[src/rtl/stopwatch_display_mux_if.sv]
// Interface between the stopwatch counter/controller and the display mux.
//   i_en, i_hold         : display enable and lap hold
//   i_hr_0 .. i_sec_3    : eight BCD digits, leftmost (tens of hours) to rightmost (hundredths)
//   o_an, o_seg, o_dp    : multiplexed seven-segment drive (polarity set by the mux)
// master = the side that drives the digits; slave = the display mux.
interface stopwatch_display_mux_if;
  logic       i_en;
  logic       i_hold;
  logic [3:0] i_hr_0;
  logic [3:0] i_hr_1;
  logic [3:0] i_min_0;
  logic [3:0] i_min_1;
  logic [3:0] i_sec_0;
  logic [3:0] i_sec_1;
  logic [3:0] i_sec_2;
  logic [3:0] i_sec_3;
  logic [7:0] o_an;
  logic [6:0] o_seg;
  logic       o_dp;

  modport master (
    output i_en, i_hold, i_hr_0, i_hr_1, i_min_0, i_min_1,
           i_sec_0, i_sec_1, i_sec_2, i_sec_3,
    input  o_an, o_seg, o_dp
  );

  modport slave (
    input  i_en, i_hold, i_hr_0, i_hr_1, i_min_0, i_min_1,
           i_sec_0, i_sec_1, i_sec_2, i_sec_3,
    output o_an, o_seg, o_dp
  );
endinterface

[src/rtl/stopwatch_display_mux.sv]
// Eight-digit multiplexed seven-segment driver for the stopwatch counter.
// Scans one digit per SCAN_DIV clocks, decodes BCD to segments (dash for >9), blanks a
// leading zero hour, lights decimal points as hh.mm.ss.cc and freezes the value on lap hold.
// The eight digits are snapshotted only at frame boundaries so a frame never mixes counts.
// Ports:
//   i_clk    : system clock
//   i_rst_n  : asynchronous active-low reset
//   bus      : stopwatch_display_mux_if.slave (enable, hold, digits in; an/seg/dp out)
module stopwatch_display_mux #(
  parameter int unsigned SCAN_DIV  = 50000,
  parameter int unsigned D_width   = 16,
  parameter bit          COM_ANODE = 1'b1
) (
  input  logic                    i_clk,
  input  logic                    i_rst_n,
  stopwatch_display_mux_if.slave  bus
);

  localparam logic [D_width-1:0] LP_LAST    = D_width'(SCAN_DIV - 1);
  localparam logic [7:0]         LP_AN_OFF  = COM_ANODE ? 8'hFF : 8'h00;
  localparam logic [6:0]         LP_SEG_OFF = COM_ANODE ? 7'h7F : 7'h00;
  localparam logic               LP_DP_OFF  = COM_ANODE;

  logic [D_width-1:0] r_presc, w_presc_d;
  logic [2:0]         r_idx, w_idx_d;
  logic [31:0]        r_snap, w_snap_d;
  logic [7:0]         r_an, w_an_d;
  logic [6:0]         r_seg, w_seg_d;
  logic               r_dp, w_dp_d;

  logic               w_tick, w_snap_ld;
  logic [3:0]         w_digit;
  logic [6:0]         w_seg_hi;
  logic               w_dp_hi;
  logic [7:0]         w_an_hi;

  // Prescaler and digit index; disable forces both back to the start of a fresh slot.
  always_comb begin
    w_tick    = bus.i_en && (r_presc == LP_LAST);
    w_presc_d = r_presc + 1'b1;
    w_idx_d   = r_idx;
    if (!bus.i_en) begin
      w_presc_d = '0;
      w_idx_d   = 3'd0;
    end else if (w_tick) begin
      w_presc_d = '0;
      w_idx_d   = r_idx + 3'd1;
    end
  end

  // Snapshot loads only when the index wraps 7->0 (or every cycle while disabled);
  // hold overrides both.
  always_comb begin
    w_snap_ld = !bus.i_hold && (!bus.i_en || (w_tick && (r_idx == 3'd7)));
    w_snap_d  = r_snap;
    if (w_snap_ld) begin
      w_snap_d = {bus.i_hr_0, bus.i_hr_1, bus.i_min_0, bus.i_min_1,
                  bus.i_sec_0, bus.i_sec_1, bus.i_sec_2, bus.i_sec_3};
    end
  end

  // Digit select and decode, in active-high form.
  always_comb begin
    w_digit = 4'd0;
    unique case (r_idx)
      3'd0: w_digit = r_snap[31:28];
      3'd1: w_digit = r_snap[27:24];
      3'd2: w_digit = r_snap[23:20];
      3'd3: w_digit = r_snap[19:16];
      3'd4: w_digit = r_snap[15:12];
      3'd5: w_digit = r_snap[11:8];
      3'd6: w_digit = r_snap[7:4];
      3'd7: w_digit = r_snap[3:0];
      default: w_digit = 4'd0;
    endcase

    case (w_digit)
      4'd0:    w_seg_hi = 7'h3F;
      4'd1:    w_seg_hi = 7'h06;
      4'd2:    w_seg_hi = 7'h5B;
      4'd3:    w_seg_hi = 7'h4F;
      4'd4:    w_seg_hi = 7'h66;
      4'd5:    w_seg_hi = 7'h6D;
      4'd6:    w_seg_hi = 7'h7D;
      4'd7:    w_seg_hi = 7'h07;
      4'd8:    w_seg_hi = 7'h7F;
      4'd9:    w_seg_hi = 7'h6F;
      default: w_seg_hi = 7'h40;
    endcase
    // Leading zero of the hours is blanked but the digit is still scanned.
    if ((r_idx == 3'd0) && (w_digit == 4'd0)) begin
      w_seg_hi = 7'h00;
    end

    w_dp_hi = (r_idx == 3'd1) || (r_idx == 3'd3) || (r_idx == 3'd5);
    w_an_hi = 8'h01 << r_idx;
  end

  always_comb begin
    w_an_d  = LP_AN_OFF;
    w_seg_d = LP_SEG_OFF;
    w_dp_d  = LP_DP_OFF;
    if (bus.i_en) begin
      w_an_d  = COM_ANODE ? ~w_an_hi  : w_an_hi;
      w_seg_d = COM_ANODE ? ~w_seg_hi : w_seg_hi;
      w_dp_d  = COM_ANODE ? ~w_dp_hi  : w_dp_hi;
    end
  end

  always_ff @(posedge i_clk or negedge i_rst_n) begin
    if (!i_rst_n) begin
      r_presc <= '0;
      r_idx   <= 3'd0;
      r_snap  <= '0;
      r_an    <= LP_AN_OFF;
      r_seg   <= LP_SEG_OFF;
      r_dp    <= LP_DP_OFF;
    end else begin
      r_presc <= w_presc_d;
      r_idx   <= w_idx_d;
      r_snap  <= w_snap_d;
      r_an    <= w_an_d;
      r_seg   <= w_seg_d;
      r_dp    <= w_dp_d;
    end
  end

  assign bus.o_an  = r_an;
  assign bus.o_seg = r_seg;
  assign bus.o_dp  = r_dp;

endmodule

[src/flat_wrapper.sv]
// flat-port wrapper written by rule: the top's interface ports become plain ports
module stopwatch_display_mux_flat 
#(
  parameter int unsigned SCAN_DIV  = 50000,
  parameter int unsigned D_width   = 16,
  parameter bit          COM_ANODE = 1'b1
)
  (i_clk, i_rst_n, bus_i_en, bus_i_hold, bus_i_hr_0, bus_i_hr_1, bus_i_min_0, bus_i_min_1, bus_i_sec_0, bus_i_sec_1, bus_i_sec_2, bus_i_sec_3, bus_o_an, bus_o_seg, bus_o_dp);
  stopwatch_display_mux_if bus_i ();
  input  logic i_clk;
  input  logic i_rst_n;
  input wire logic [$bits(bus_i.i_en)-1:0] bus_i_en;
  input wire logic [$bits(bus_i.i_hold)-1:0] bus_i_hold;
  input wire logic [$bits(bus_i.i_hr_0)-1:0] bus_i_hr_0;
  input wire logic [$bits(bus_i.i_hr_1)-1:0] bus_i_hr_1;
  input wire logic [$bits(bus_i.i_min_0)-1:0] bus_i_min_0;
  input wire logic [$bits(bus_i.i_min_1)-1:0] bus_i_min_1;
  input wire logic [$bits(bus_i.i_sec_0)-1:0] bus_i_sec_0;
  input wire logic [$bits(bus_i.i_sec_1)-1:0] bus_i_sec_1;
  input wire logic [$bits(bus_i.i_sec_2)-1:0] bus_i_sec_2;
  input wire logic [$bits(bus_i.i_sec_3)-1:0] bus_i_sec_3;
  output wire logic [$bits(bus_i.o_an)-1:0] bus_o_an;
  output wire logic [$bits(bus_i.o_seg)-1:0] bus_o_seg;
  output wire logic [$bits(bus_i.o_dp)-1:0] bus_o_dp;
  assign bus_i.i_en = bus_i_en;
  assign bus_i.i_hold = bus_i_hold;
  assign bus_i.i_hr_0 = bus_i_hr_0;
  assign bus_i.i_hr_1 = bus_i_hr_1;
  assign bus_i.i_min_0 = bus_i_min_0;
  assign bus_i.i_min_1 = bus_i_min_1;
  assign bus_i.i_sec_0 = bus_i_sec_0;
  assign bus_i.i_sec_1 = bus_i_sec_1;
  assign bus_i.i_sec_2 = bus_i_sec_2;
  assign bus_i.i_sec_3 = bus_i_sec_3;
  assign bus_o_an = bus_i.o_an;
  assign bus_o_seg = bus_i.o_seg;
  assign bus_o_dp = bus_i.o_dp;
  stopwatch_display_mux #(.SCAN_DIV(SCAN_DIV), .D_width(D_width), .COM_ANODE(COM_ANODE)) u_core (.i_clk(i_clk), .i_rst_n(i_rst_n), .bus(bus_i));
endmodule
[config.mk]
export PLATFORM = sky130hd
export DESIGN_NAME = stopwatch_display_mux_flat
export DESIGN_NICKNAME = d
export VERILOG_FILES = /design/src/rtl/stopwatch_display_mux_if.sv /design/src/rtl/stopwatch_display_mux.sv /design/src/flat_wrapper.sv
export SDC_FILE = /design/constraint.sdc
export NUM_CORES = 1
export LEC_CHECK = 0
export ABC_CLOCK_PERIOD_IN_PS = 8950
export CAP_MARGIN = 20
export CELL_PAD_IN_SITES_DETAIL_PLACEMENT = 1
export CELL_PAD_IN_SITES_GLOBAL_PLACEMENT = 1
export CORE_ASPECT_RATIO = 0.75
export CORE_MARGIN = 1.5
export CORE_UTILIZATION = 24
export DETAILED_ROUTE_END_ITERATION = 8
export PLACE_DENSITY = 0.57
export SLEW_MARGIN = 15
export SYNTH_ARGS = -nofsm -noshare
export SYNTH_HDL_FRONTEND = slang
export SYNTH_SLANG_ARGS = --single-unit
[constraint.sdc]
create_clock -name i_clk -period 8.95 [get_ports i_clk]
set_clock_uncertainty 0.15 [all_clocks]
set_input_delay 1.3425 -clock i_clk [delete_from_list [all_inputs] [get_ports i_clk]]
set_output_delay 1.3425 -clock i_clk [all_outputs]
set_load 0.005 [all_outputs]
Word level (Yosys, flattened, before mapping)
Memories as Yosys holds them, arrays and structs flattened.
Index checks and enable logic that the tools add are counted.
- RAM bits: 0
- word-level logic and storage cells: 42
- memory bits (read-only): 112
- output and inout bits: 16
- latch bits: 0
- input port bits: 36
- memories kept: 1
- flip-flop bits (word level): 67
- memory list (name ; words ; width ; rd ports ; clocked after memory_dff ; write ports ; line ; RTL):
    (no name shown) ; 16 ; 7 ; 1 ; 0 ; 0 ; stopwatch_display_mux.sv:77 ; case (w_digit)
- $lt $le $gt $ge: 0
- shifts and indexed selects: 1
- muxes and demuxes: 9
- reductions and logical operators: 11
- divide/modulo/power cells: 0
- eq/ne operators: 9
- $mul: 0
- $add $sub $neg: 2
- bitwise operators: 3
- operator list (operator ; number):
    $mux W16 ; 2
    $pmux W4 S8 ; 1
    $add A16 B1 Y16 const B ; 1
    $eq A16 B16 Y1 const B ; 1
    $mux W7 ; 2
    $eq A3 B3 Y1 const B ; 4
    $mux W8 ; 1
    $not A8 Y8 ; 1
    $shl A1 B3 Y8 const A ; 1
    $not A7 Y7 ; 1
    $eq A3 B2 Y1 const B ; 2
    $mux W3 ; 2
    $logic_and A1 B1 Y1 ; 4
    $logic_not A4 Y1 ; 1
    $add A3 B1 Y3 const B ; 1
    $eq A3 B1 Y1 const B ; 1
    $logic_not A3 Y1 ; 1
    $logic_or A1 B1 Y1 ; 3
    $logic_not A1 Y1 ; 2
    $ne A2 B1 Y1 const B ; 1
    $mux W1 ; 1
    $not A1 Y1 ; 1

Logic depth before layout (Yosys ltp)
- depth after elaboration: 7
- mapped depth: 13
- depth with buffers taken out: 11

Worst setup path before layout
No wires, ideal clock.
- path type: reg-to-reg
- start point: register u_core.r_idx[2]
- end point: register u_core.r_seg[4] (netlist: u_core.bus.o_seg[4])
- required time: 8.723 ns
- path buffers: 2
- clock period less this slack: 3.187 ns
- slack: 5.763 ns
- setup time: 0.077 ns
- arrival: 2.960 ns
- stages on the path, launching flop included: 13
- cells stage by stage: dfrtp_1 > buf_2 > buf_1 > inv_1 > ha_1 > or4_4 > or3_2 > o31ai_1 > ha_1 > inv_1 > o221ai_1 > o211ai_1 > a21o_1
- cells in the longest elaborated chain, start to end: 7
- elaborated cells on any way between the ends: 15
- classes of those cells: eq/ne: 7; mux: 3; bitwise: 1; reduce/logical: 3; memory: 1
- RTL lines (item ; line ; RTL):
    start: declaration ; stopwatch_display_mux.sv:25 ; logic [2:0] r_idx, w_idx_d;
    start signal: assignment ; stopwatch_display_mux.sv:120 ; r_idx <= w_idx_d;
    parallel branches: the longest is 4 deep, another holds $mem_v2 Z16 W7 ; n/a ;
    $mux W7 (*) ; stopwatch_display_mux.sv:91 ; if ((r_idx == 3'd0) && (w_digit == 4'd0)) begin
    $not A7 Y7 (*) ; stopwatch_display_mux.sv:105 ; w_seg_d = COM_ANODE ? ~w_seg_hi : w_seg_hi;
    $mux W7 (*) ; stopwatch_display_mux.sv:103 ; if (bus.i_en) begin
    via u_core.w_seg_d[4] ; stopwatch_display_mux.sv:28 ; logic [6:0] r_seg, w_seg_d;
    end signal: assignment ; stopwatch_display_mux.sv:123 ; r_seg <= w_seg_d;
    end: declaration ; stopwatch_display_mux.sv:28 ;
Mark *: on every way through the listed nets, which the timed path passes.
A chain may end at the register's enable or synchronous reset.

Worst setup path in the final report
Ends and elaborated chain as after synthesis.

==> results_dict.tcl <==
set metrics [dict create \
    worstPathMaxFanout 18 \
    drt_iter0_markers 71 \
    avgViaCountPerCell 4.37 \
    ys_ff_latch 67 \
    clock-sinks 67 \
    status "finished, final reports clean" \
    root_buffer "clkbuf_16" \
    grt_setup_unrepaired "no" \
    placed_area_sq_um 3870 \
    cts.clk_slew.worst_paths_ps 60 \
    grt_pass1_wl_microns 12300 \
    cts_tree "done" \
    syn_area_sq_um 3190 \
    area_delta_synth_final_pct 31.5 \
    io_buffers 51 \
    synth_edf_count 0 \
    grt_pass1_vias 2259 \
    die_y_microns 103 \
    fin_crit_ps 3450 \
    antenna_found_initial 0 \
    routabilityCongestion 0.776 \
    synthArstFlopShare 1.00 \
    max_cap_viol_count 0 \
    hold_class "reg2reg" \
    start_util 0.246 \
    slew_headroom 0.421 \
    post-route-period-util 0.385 \
    dp_hpwl_microns 5500 \
    track_usage 0.118 \
    synth_sequential_area_ratio 0.533 \
    grt_max_degree 68 \
    nets 363 \
    clk-insertion-delay-late_ps 330 \
    fp.dieArea_sq_um 14000 \
    post_drt_wl_per_cell_microns 15.4 \
    final_area_sq_um 4190 \
    synthFlopType "dfrtp_1" \
    cts_hold_buf 0 \
    ff2ff_setup_slack_ps 5500 \
    final.setup.tns_ps 0 \
    drtAntennaViolNets 0 \
    wirelength_microns 7560 \
    syn_inst 261 \
    clockBufferDepth 2 \
    crit_type "reg2reg" \
    vias 2147 \
    ir_drop_uv 83.8 \
    drc 0 \
    postCtsSetupBuffers 0 \
    overflow 0 \
    die_width_microns 136 \
    pin_count 52 \
    drive_above_1_share 0.247 \
    cts_max_level 3 \
    synth.avg_cell_area_sq_um 12.2 \
    start_kind "flip-flop" \
    ctsResizeCount 0 \
    first_pass_iters 4 \
    required_ps 9070 \
    core_area_sq_um 13000 \
    yosys_warnings 0 \
    final_common_cell "dfrtp_1" \
    tightest_slew_ps 869 \
    critPathArrivalTime_ps 3560 \
    synth_nets 309 \
    p_leak_nw 1.68 \
    drv_slew 0 \
    cts_made_buffers 9 \
    hold_viol 0 \
    synth_cell_type_count 52 \
    num_rows 36 \
    final_cell_mix "51 x dfrtp_1, 50 x clkdlybuf4s50_1, 31 x mux2_2, 24 x nor2_1, 16 x dfstp_2" \
    setup_violations 0 \
    fmax_mhz 290 \
    crit_path_end_kind "flip-flop" \
    p_per_area_nw_per_um2 198 \
    antenna_cells 0 \
]
[worst max-delay path: stages, from the launching register on]
cell and delay (ps):
dfrtp_1 720, inv_1 140, ha_1 320, or4_4 590, or3_2 420, o31ai_1 200, ha_1 350, inv_1 90
o221ai_1 80, o211ai_1 120, a21o_1 180
[kinds of logic after synthesis]
logic type,count (synthesis),share of synthesized area
and+or+nand+nor,73,0.119
DFF,67,0.533
muxes,38,0.132
AOI/OAI and AO/OA,36,0.101
buffers and inverters,20,0.0275
xor gates and xnor gates,15,0.0412
adders and majority gates,12,0.0471
[where the power goes]
| group | total [W] | switching [W] | internal (W) |
|---|---|---|---|
| Sequential | 0.000351 | 0.0000156 | 0.000335 |
| Combinational | 0.000102 | 0.0000434 | 0.0000587 |
| Clock | 0.000378 | 0.000133 | 0.000244 |
[state kept, by name (all words and copies together), names as in the netlist]
| signal | flops |
|---|---|
| u_core.bus.o_an | 8 |
| u_core.bus.o_dp | 1 |
| u_core.bus.o_seg | 7 |
| u_core.r_idx | 3 |
| u_core.r_presc | 16 |
| u_core.r_snap | 32 |
[metal layers]
metal / up-vias / wire length (microns) / global-route usage / share of wire
li1: 1040 / - / - / -
met4: 0 / 91 / 0.0344 / 0.012
met2: 43 / 3050 / 0.168 / 0.40
met3: 10 / 386 / 0.0398 / 0.051
met5: - / 0 / 0 / 0
met1: 1054 / 4020 / 0.168 / 0.53
[metrics by stage]
step                hold slack (ps)  worst slack, ps  cells  utilization  power, W
finish                          334             5500    491        0.323  0.000831
global route                    353             5250    491        0.323  0.000868
CTS                             337             5500    491        0.323  0.000844
detailed placement              325             5530    475        0.298  0.000460
global placement                325             5660    475        0.298  0.000458
floorplan                       305             5760    261            -  0.000409
[layout make-up]
type                    instances  area (sq um)
clock buffers                  10           229
well taps                     171           214
fillers                      1438          8780
repair buffers                 53           520
clock inverters                 6          90.1
multi-input cells             174          1400
inverters                      10          37.5
flip-flops and latches         67          1700
[Yosys cell counts (all sizes together) (3+ instances only)]
| cell type | number | area [sq um] |
|---|---|---|
| o21ai | 3 | 15.0 |
| dfstp | 16 | 420 |
| clkbuf | 5 | 18.8 |
| buf | 5 | 31.3 |
| nand4 | 3 | 18.8 |
| inv | 10 | 37.5 |
| xor2 | 7 | 61.3 |
| o22ai | 7 | 50.1 |
| mux2 | 33 | 372 |
| nand2 | 14 | 52.6 |
| and3 | 4 | 25.0 |
| nor2 | 25 | 96.4 |
| dfrtp | 51 | 1280 |
| a22oi | 6 | 45.0 |
| ha | 12 | 150 |
| a21oi | 3 | 15.0 |
| mux2i | 5 | 50.1 |
| nand3 | 13 | 65.1 |
| xnor2 | 8 | 70.1 |
[worst paths after layout]
kind / from / to / cells past startpoint
max in group asynchronous: i_rst_n / u_core.r_presc[15] / 2
min in group asynchronous: i_rst_n / u_core.r_snap[17] / 2
hold / removal: u_core.r_snap[9] / u_core.r_snap[9] / 1
hold reg to reg: u_core.r_snap[9] / u_core.r_snap[9] / 1
setup / recovery: u_core.r_idx[2] / u_core.bus.o_seg[4] / 10
setup reg to reg: u_core.r_idx[2] / u_core.bus.o_seg[4] / 10
Note: power is estimated with default switching activity, not from simulation.
